### src/rtl/logic_pkg.sv
// Shared definitions for the bitwise logic unit: operation encodings and the
// accumulate-mode constant used by the decoder and the tests.
package logic_pkg;

  typedef enum logic [2:0] {
    OP_AND  = 3'b000,
    OP_OR   = 3'b001,
    OP_XOR  = 3'b010,
    OP_XNOR = 3'b011,
    OP_NAND = 3'b100,
    OP_NOR  = 3'b101,
    OP_ANDN = 3'b110,
    OP_ACCX = 3'b111
  } op_t;

  localparam logic [2:0] ACCX_CODE = OP_ACCX;

  // A beat produces a FIFO entry unless it is a non-final accumulate beat.
  function automatic logic produces_result(logic [2:0] code, logic last);
    return (code != ACCX_CODE) || last;
  endfunction

endpackage

### src/rtl/sync_fifo.sv
// Synchronous FIFO with occupancy count. The head output holds the last popped
// word while empty so downstream never sees X.
module sync_fifo #(
  parameter int DW    = 34,
  parameter int DEPTH = 2
) (
  input  logic                       clk,
  input  logic                       rst_n,
  input  logic                       push_i,
  input  logic [DW-1:0]              data_i,
  input  logic                       pop_i,
  output logic [DW-1:0]              data_o,
  output logic [$clog2(DEPTH):0]     count_o
);

  localparam int AW = $clog2(DEPTH);
  localparam int CW = AW + 1;

  logic [DW-1:0] mem_q [DEPTH];
  logic [DW-1:0] last_q;
  logic [AW-1:0] wr_ptr_q, wr_ptr_d;
  logic [AW-1:0] rd_ptr_q, rd_ptr_d;
  logic [CW-1:0] count_q, count_d;
  logic          do_push, do_pop;

  assign do_pop  = pop_i && (count_q != '0);
  assign do_push = push_i && ((count_q < CW'(DEPTH)) || do_pop);

  always_comb begin
    wr_ptr_d = wr_ptr_q;
    rd_ptr_d = rd_ptr_q;
    count_d  = count_q;
    if (do_push) wr_ptr_d = wr_ptr_q + AW'(1);
    if (do_pop)  rd_ptr_d = rd_ptr_q + AW'(1);
    case ({do_push, do_pop})
      2'b10:   count_d = count_q + CW'(1);
      2'b01:   count_d = count_q - CW'(1);
      default: count_d = count_q;
    endcase
  end

  always_ff @(posedge clk) begin
    if (!rst_n) begin
      wr_ptr_q <= '0;
      rd_ptr_q <= '0;
      count_q  <= '0;
      last_q   <= '0;
      for (int i = 0; i < DEPTH; i++) mem_q[i] <= '0;
    end else begin
      wr_ptr_q <= wr_ptr_d;
      rd_ptr_q <= rd_ptr_d;
      count_q  <= count_d;
      if (do_push) mem_q[wr_ptr_q] <= data_i;
      if (do_pop)  last_q <= mem_q[rd_ptr_q];
    end
  end

  assign data_o  = (count_q != '0) ? mem_q[rd_ptr_q] : last_q;
  assign count_o = count_q;

endmodule

### src/rtl/bitwise_logic_unit.sv
// Pipelined bitwise logic unit: op decode, XOR accumulator and result flags,
// feeding a small output FIFO behind a valid/ready handshake.
module bitwise_logic_unit
  import logic_pkg::*;
#(
  parameter int WIDTH     = 32,
  parameter int OUT_DEPTH = 2
) (
  input  logic             clk,
  input  logic             rst_n,
  input  logic             in_valid,
  output logic             in_ready,
  input  logic [WIDTH-1:0] in_a,
  input  logic [WIDTH-1:0] in_b,
  input  logic [2:0]       in_op,
  input  logic             in_last,
  output logic             out_valid,
  input  logic             out_ready,
  output logic [WIDTH-1:0] out_data,
  output logic             out_parity,
  output logic             out_zero,
  output logic             acc_busy
);

  localparam int CW = $clog2(OUT_DEPTH) + 1;

  op_t              op;
  logic             accept, push, pop, is_accx;
  logic [WIDTH-1:0] result;
  logic [WIDTH-1:0] acc_q, acc_d;
  logic             acc_busy_q, acc_busy_d;
  logic [CW-1:0]    count;
  logic [WIDTH+1:0] head;

  assign op       = op_t'(in_op);
  assign is_accx  = (in_op == ACCX_CODE);
  assign in_ready = rst_n && (count < CW'(OUT_DEPTH));
  assign accept   = in_valid && in_ready;
  assign push     = accept && produces_result(in_op, in_last);
  assign out_valid = (count != '0);
  assign pop      = out_valid && out_ready;

  always_comb begin
    result = '0;
    case (op)
      OP_AND:  result = in_a & in_b;
      OP_OR:   result = in_a | in_b;
      OP_XOR:  result = in_a ^ in_b;
      OP_XNOR: result = ~(in_a ^ in_b);
      OP_NAND: result = ~(in_a & in_b);
      OP_NOR:  result = ~(in_a | in_b);
      OP_ANDN: result = in_a & ~in_b;
      OP_ACCX: result = acc_q ^ in_a ^ in_b;
      default: result = '0;
    endcase
  end

  // Non-ACCX beats leave the accumulator alone so an open sequence resumes.
  always_comb begin
    acc_d      = acc_q;
    acc_busy_d = acc_busy_q;
    if (accept && is_accx) begin
      if (in_last) begin
        acc_d      = '0;
        acc_busy_d = 1'b0;
      end else begin
        acc_d      = result;
        acc_busy_d = 1'b1;
      end
    end
  end

  always_ff @(posedge clk) begin
    if (!rst_n) begin
      acc_q      <= '0;
      acc_busy_q <= 1'b0;
    end else begin
      acc_q      <= acc_d;
      acc_busy_q <= acc_busy_d;
    end
  end

  sync_fifo #(
    .DW    (WIDTH + 2),
    .DEPTH (OUT_DEPTH)
  ) u_fifo (
    .clk     (clk),
    .rst_n   (rst_n),
    .push_i  (push),
    .data_i  ({^result, (result == '0), result}),
    .pop_i   (pop),
    .data_o  (head),
    .count_o (count)
  );

  assign out_data   = head[WIDTH-1:0];
  assign out_zero   = head[WIDTH];
  assign out_parity = head[WIDTH+1];
  assign acc_busy   = acc_busy_q;

endmodule

### config.mk
export PLATFORM = sky130hd
export DESIGN_NAME = bitwise_logic_unit
export DESIGN_NICKNAME = d
export VERILOG_FILES = /design/src/rtl/logic_pkg.sv /design/src/rtl/sync_fifo.sv /design/src/rtl/bitwise_logic_unit.sv
export SDC_FILE = /design/constraint.sdc
export NUM_CORES = 1
export LEC_CHECK = 0
export BUFFER_PORTS_ARGS = -buffer_cell sky130_fd_sc_hd__buf_2
export CAP_MARGIN = 0
export CELL_PAD_IN_SITES_DETAIL_PLACEMENT = 1
export CELL_PAD_IN_SITES_GLOBAL_PLACEMENT = 2
export CORE_ASPECT_RATIO = 0.5
export CORE_MARGIN = 4
export CORE_UTILIZATION = 39
export CTS_BUF_LIST = sky130_fd_sc_hd__clkbuf_8
export CTS_CLUSTER_DIAMETER = 60
export DETAILED_ROUTE_END_ITERATION = 16
export PLACE_DENSITY = 0.85
export SLEW_MARGIN = 20
export SYNTH_ARGS = -nofsm -noshare
export SYNTH_HDL_FRONTEND = slang
export SYNTH_SLANG_ARGS = --single-unit
export TNS_END_PERCENT = 20
### constraint.sdc
create_clock -name clk -period 3.8 [get_ports clk]
set_input_delay 0.76 -clock clk [delete_from_list [all_inputs] [get_ports clk]]
set_output_delay 0.76 -clock clk [all_outputs]
set_load 0.02 [all_outputs]
==> results.md <==
* Outcome: finished, final reports clean
* Critical path endpoint category: flip-flop
* Syn_nets at 1311
* TritonCTS clock tree: done
* Worst path bufs/invs at 2
* CP Cell Sequence: buf_2 > buf_4 > nand2_2 > mux2i_1 > o31ai_1 > a2bb2oi_1 > ha_1 > xnor2_1 > xnor2_1 > xnor2_1 > xnor2_1 > nor2_1
* Vias in the first global route at 9132
* CTS Sinks at 140
* Layout Nets at 1431
* Worst Skew at 0.0223 ns
* Final WL at 31600 um
* Most frequent cells in the layout: 134 x nor2_1, 113 x ha_1, 108 x buf_2
* First-pass GRT wire length at 49900 um
* Final max-slew violation count at 0
* Initial Util at 0.403
* Ports at 109
* All-layer global routing usage at 0.217
* Slowest CP cell: a2bb2oi_1
* Die height at 123 um
* Library cells used by synthesis at 58
* Yosys reg bits at 140
* Worst R2R Setup Slack at 0.57 ns
* Die width at 238 um
* Worst-margin pin slew at 0.667 ns
* Crit path max-delay family: compound AO/OA/AOI/OAI gates
* Slew HR at 0.555
* Initial antenna violation count at 0
* Unrepaired setup endpoints after global routing: false
* Cts hold-fix bufs at 0
* Commonest non-fill, non-tap cell in the layout: nor2_1
* Synth warnings at 0
* DR vias at 8849
* GR Overflow Total at 0
* Mapped Area at 0.0103 mm2
* Crit path from: in_op[1]
* Hold Path Class: reg2reg
* Synthesized area per cell at 9.15 um2
* Crit path DAT at 3.84 ns
* Post-Synthesis Cells at 1126
* Yosys top cell area share at 0.198
* TNS Setup at 0 ns
* DP Wirelength at 23700 um
* Placer Congestion at 0.830
* Critical setup path kind: in2reg
* Startpoint types: input pin
* Ys flop type: dfxtp_1
* DR WL/cell at 19.7 um
* FILL cells at 2951
* Row Count at 41
* FMAX at 0.274 GHz
* Root buf cell: clkbuf_8
* Crit path time final at 3.64 ns
* Post-synthesis async set-or-reset flop share at 0
* Initial DRC count at 525
* Placeable Area at 0.0256 mm2
* Crit Path Max Fanout at 17
* Critical path endpoint: u_fifo.mem_q[0][33]$_SDFFCE_PN0P_
* RR Startpoint: acc_q[26]$_SDFFE_PN0P_
* Longest Clk Path Bufs at 2
* Antenna Violating Nets Remaining at 0
* Reg clk slew, reported paths at 0.10 ns
* R2R Path End: u_fifo.mem_q[0][33]$_SDFFCE_PN0P_
* Final-report setup violation count at 0
* # diodes at 0
* Drt drc at 0
* Req. time, crit path at 3.99 ns
* Leading post-synthesis cells by cell area: edfxtp_1 20%, dfxtp_1 14%, ha_1 14%
* Synth area leader: edfxtp_1
* Post-synthesis sequential area ratio at 0.338
* Fin crit share at 0.959
* CTS resizes at 0
* Power per Cell Area at 500 mW/mm2
* Setup bufs post-CTS at 0
* CP max stage delay at 0.58 ns
* Worst skew pair latency at 0.46 ns
* Htree depth at 4
* Max VDD drop at 0.282 mV
* Final hold violation count at 0
* DIE AREA at 0.0292 mm2
* # port buffers at 108
* First drt pass iteration count at 7
* Hold Worst Slack at 0.458 ns
* Layout area overhead at 15.3%
* Largest net degree at the start of global routing at 70
* Number of synthesized flops with an enable pin at 68
* Most frequent cell on the critical path: xnor2_1
* # Max-Cap Violations at 0
* Cts bufs inserted at 17
* Critical path depth at 12
* R2r worst-path depth at 10
* Routed vias/inst at 5.52
* Share of cells above drive strength 1 at 0.182
* Pleak at 5.61 nW
-- worst reg2reg max path, delay by kind of cell (launching register included) --
family	cells	cell delay, ns
flip-flops	1	0.34
AO/OA/AOI/OAI	1	0.31
XOR/XNOR	5	1.30
AND/OR/NAND/NOR	3	0.69
adder cells (fa/ha/maj)	1	0.30
-- flip-flops by register name, summed over array words and instances (netlist names), named ones only --
signal           flops
u_fifo.mem_q        68
u_fifo.last_q       34
acc_q               32
u_fifo.count_o       2
acc_busy             1
u_fifo.rd_ptr_q      1
u_fifo.wr_ptr_q      1
-- final cells by class --
| type | count | area [um2] | share of cell area |
|---|---|---|---|
| clock inverter | 14 | 119 | 0.0100 |
| tap | 344 | 430 | 0.0362 |
| inverter | 81 | 304 | 0.0256 |
| multi-input combinational | 822 | 6150 | 0.518 |
| timing repair buffer | 184 | 1150 | 0.0966 |
| clock buffer | 18 | 248 | 0.0208 |
| sequential | 140 | 3480 | 0.293 |
-- cells in the mapped netlist, types with 4 or more instances --
cell type,instances
xor2_1,28
o21ai_1,12
a2bb2oi_1,9
a221oi_1,5
and2_1,4
o21ai_0,21
dfxtp_1,72
nand2_1,78
o31ai_1,11
nand3_1,8
a21bo_2,4
edfxtp_1,68
buf_1,6
o221ai_1,20
o211a_1,35
or2_1,5
buf_4,6
o22ai_1,17
mux2i_1,45
nor3b_1,5
and3_1,8
o2bb2ai_1,7
a211oi_1,4
nor2_1,134
xnor2_1,48
clkbuf_1,45
buf_2,24
or3_1,4
o32ai_1,13
inv_1,80
a21oi_1,55
nand4_1,6
ha_1,113
xor3_1,4
a22oi_1,6
nor2b_1,13
a22o_1,24
nor3_1,16
nand2b_1,25
-- worst min path at each step --
stage | from | end | slack, ns | depth (start not counted)
2_1_floorplan | acc_q[26]$_SDFFE_PN0P_ | acc_q[26]$_SDFFE_PN0P_ | 0.43 | 2
3_3_place_gp | acc_q[24]$_SDFFE_PN0P_ | acc_q[24]$_SDFFE_PN0P_ | 0.44 | 2
3_5_place_dp | acc_q[3]$_SDFFE_PN0P_ | acc_q[3]$_SDFFE_PN0P_ | 0.45 | 2
4_1_cts | acc_q[3]$_SDFFE_PN0P_ | acc_q[3]$_SDFFE_PN0P_ | 0.46 | 2
5_1_grt | acc_q[3]$_SDFFE_PN0P_ | acc_q[3]$_SDFFE_PN0P_ | 0.48 | 2
6_report | acc_q[26]$_SDFFE_PN0P_ | acc_q[26]$_SDFFE_PN0P_ | 0.46 | 2
-- kinds of logic after synthesis --
kind of cell | synth area share
flip-flops | 0.338
XOR/XNOR | 0.0813
buffers and inverters | 0.0663
AND/OR/NAND/NOR | 0.138
AO/OA/AOI/OAI | 0.196
adder cells (fa/ha/maj) | 0.137
multiplexers | 0.0437
-- where the power goes --
group	switching, mW	total (mW)	internal (mW)	leakage (nW)
sequential	0.135	1.94	1.80	1.30
clock	0.631	1.17	0.535	0.188
combinational	1.77	2.84	1.07	4.12
total	2.53	5.94	3.41	5.61
-- stage by stage --
stage | instance area [um2] | total power [mW] | utilization | cells | worst slack [ns]
after global placement | 11500 | 4.72 | 0.450 | 1571 | -0.146
after global routing | 11900 | 6.35 | 0.464 | 1603 | 0.0700
after CTS | 11900 | 6.00 | 0.464 | 1603 | 0.266
after detailed placement | 11500 | 4.82 | 0.450 | 1571 | -0.225
final | 11900 | 5.94 | 0.464 | 1603 | 0.156
after floorplan | 10300 | 3.87 | - | 1126 | 0.477
-- routing by layer --
| metal | track usage | part of all wire | vias to the layer above |
|---|---|---|---|
| met2 | 0.371 | 0.47 | 183 |
| met3 | 0.0363 | 0.040 | 34 |
| li1 | - | - | 4210 |
| met5 | 0 | 0 | - |
| met4 | 0.0455 | 0.013 | 0 |
| met1 | 0.294 | 0.47 | 4422 |
Note: power is estimated with default switching activity, not from simulation.
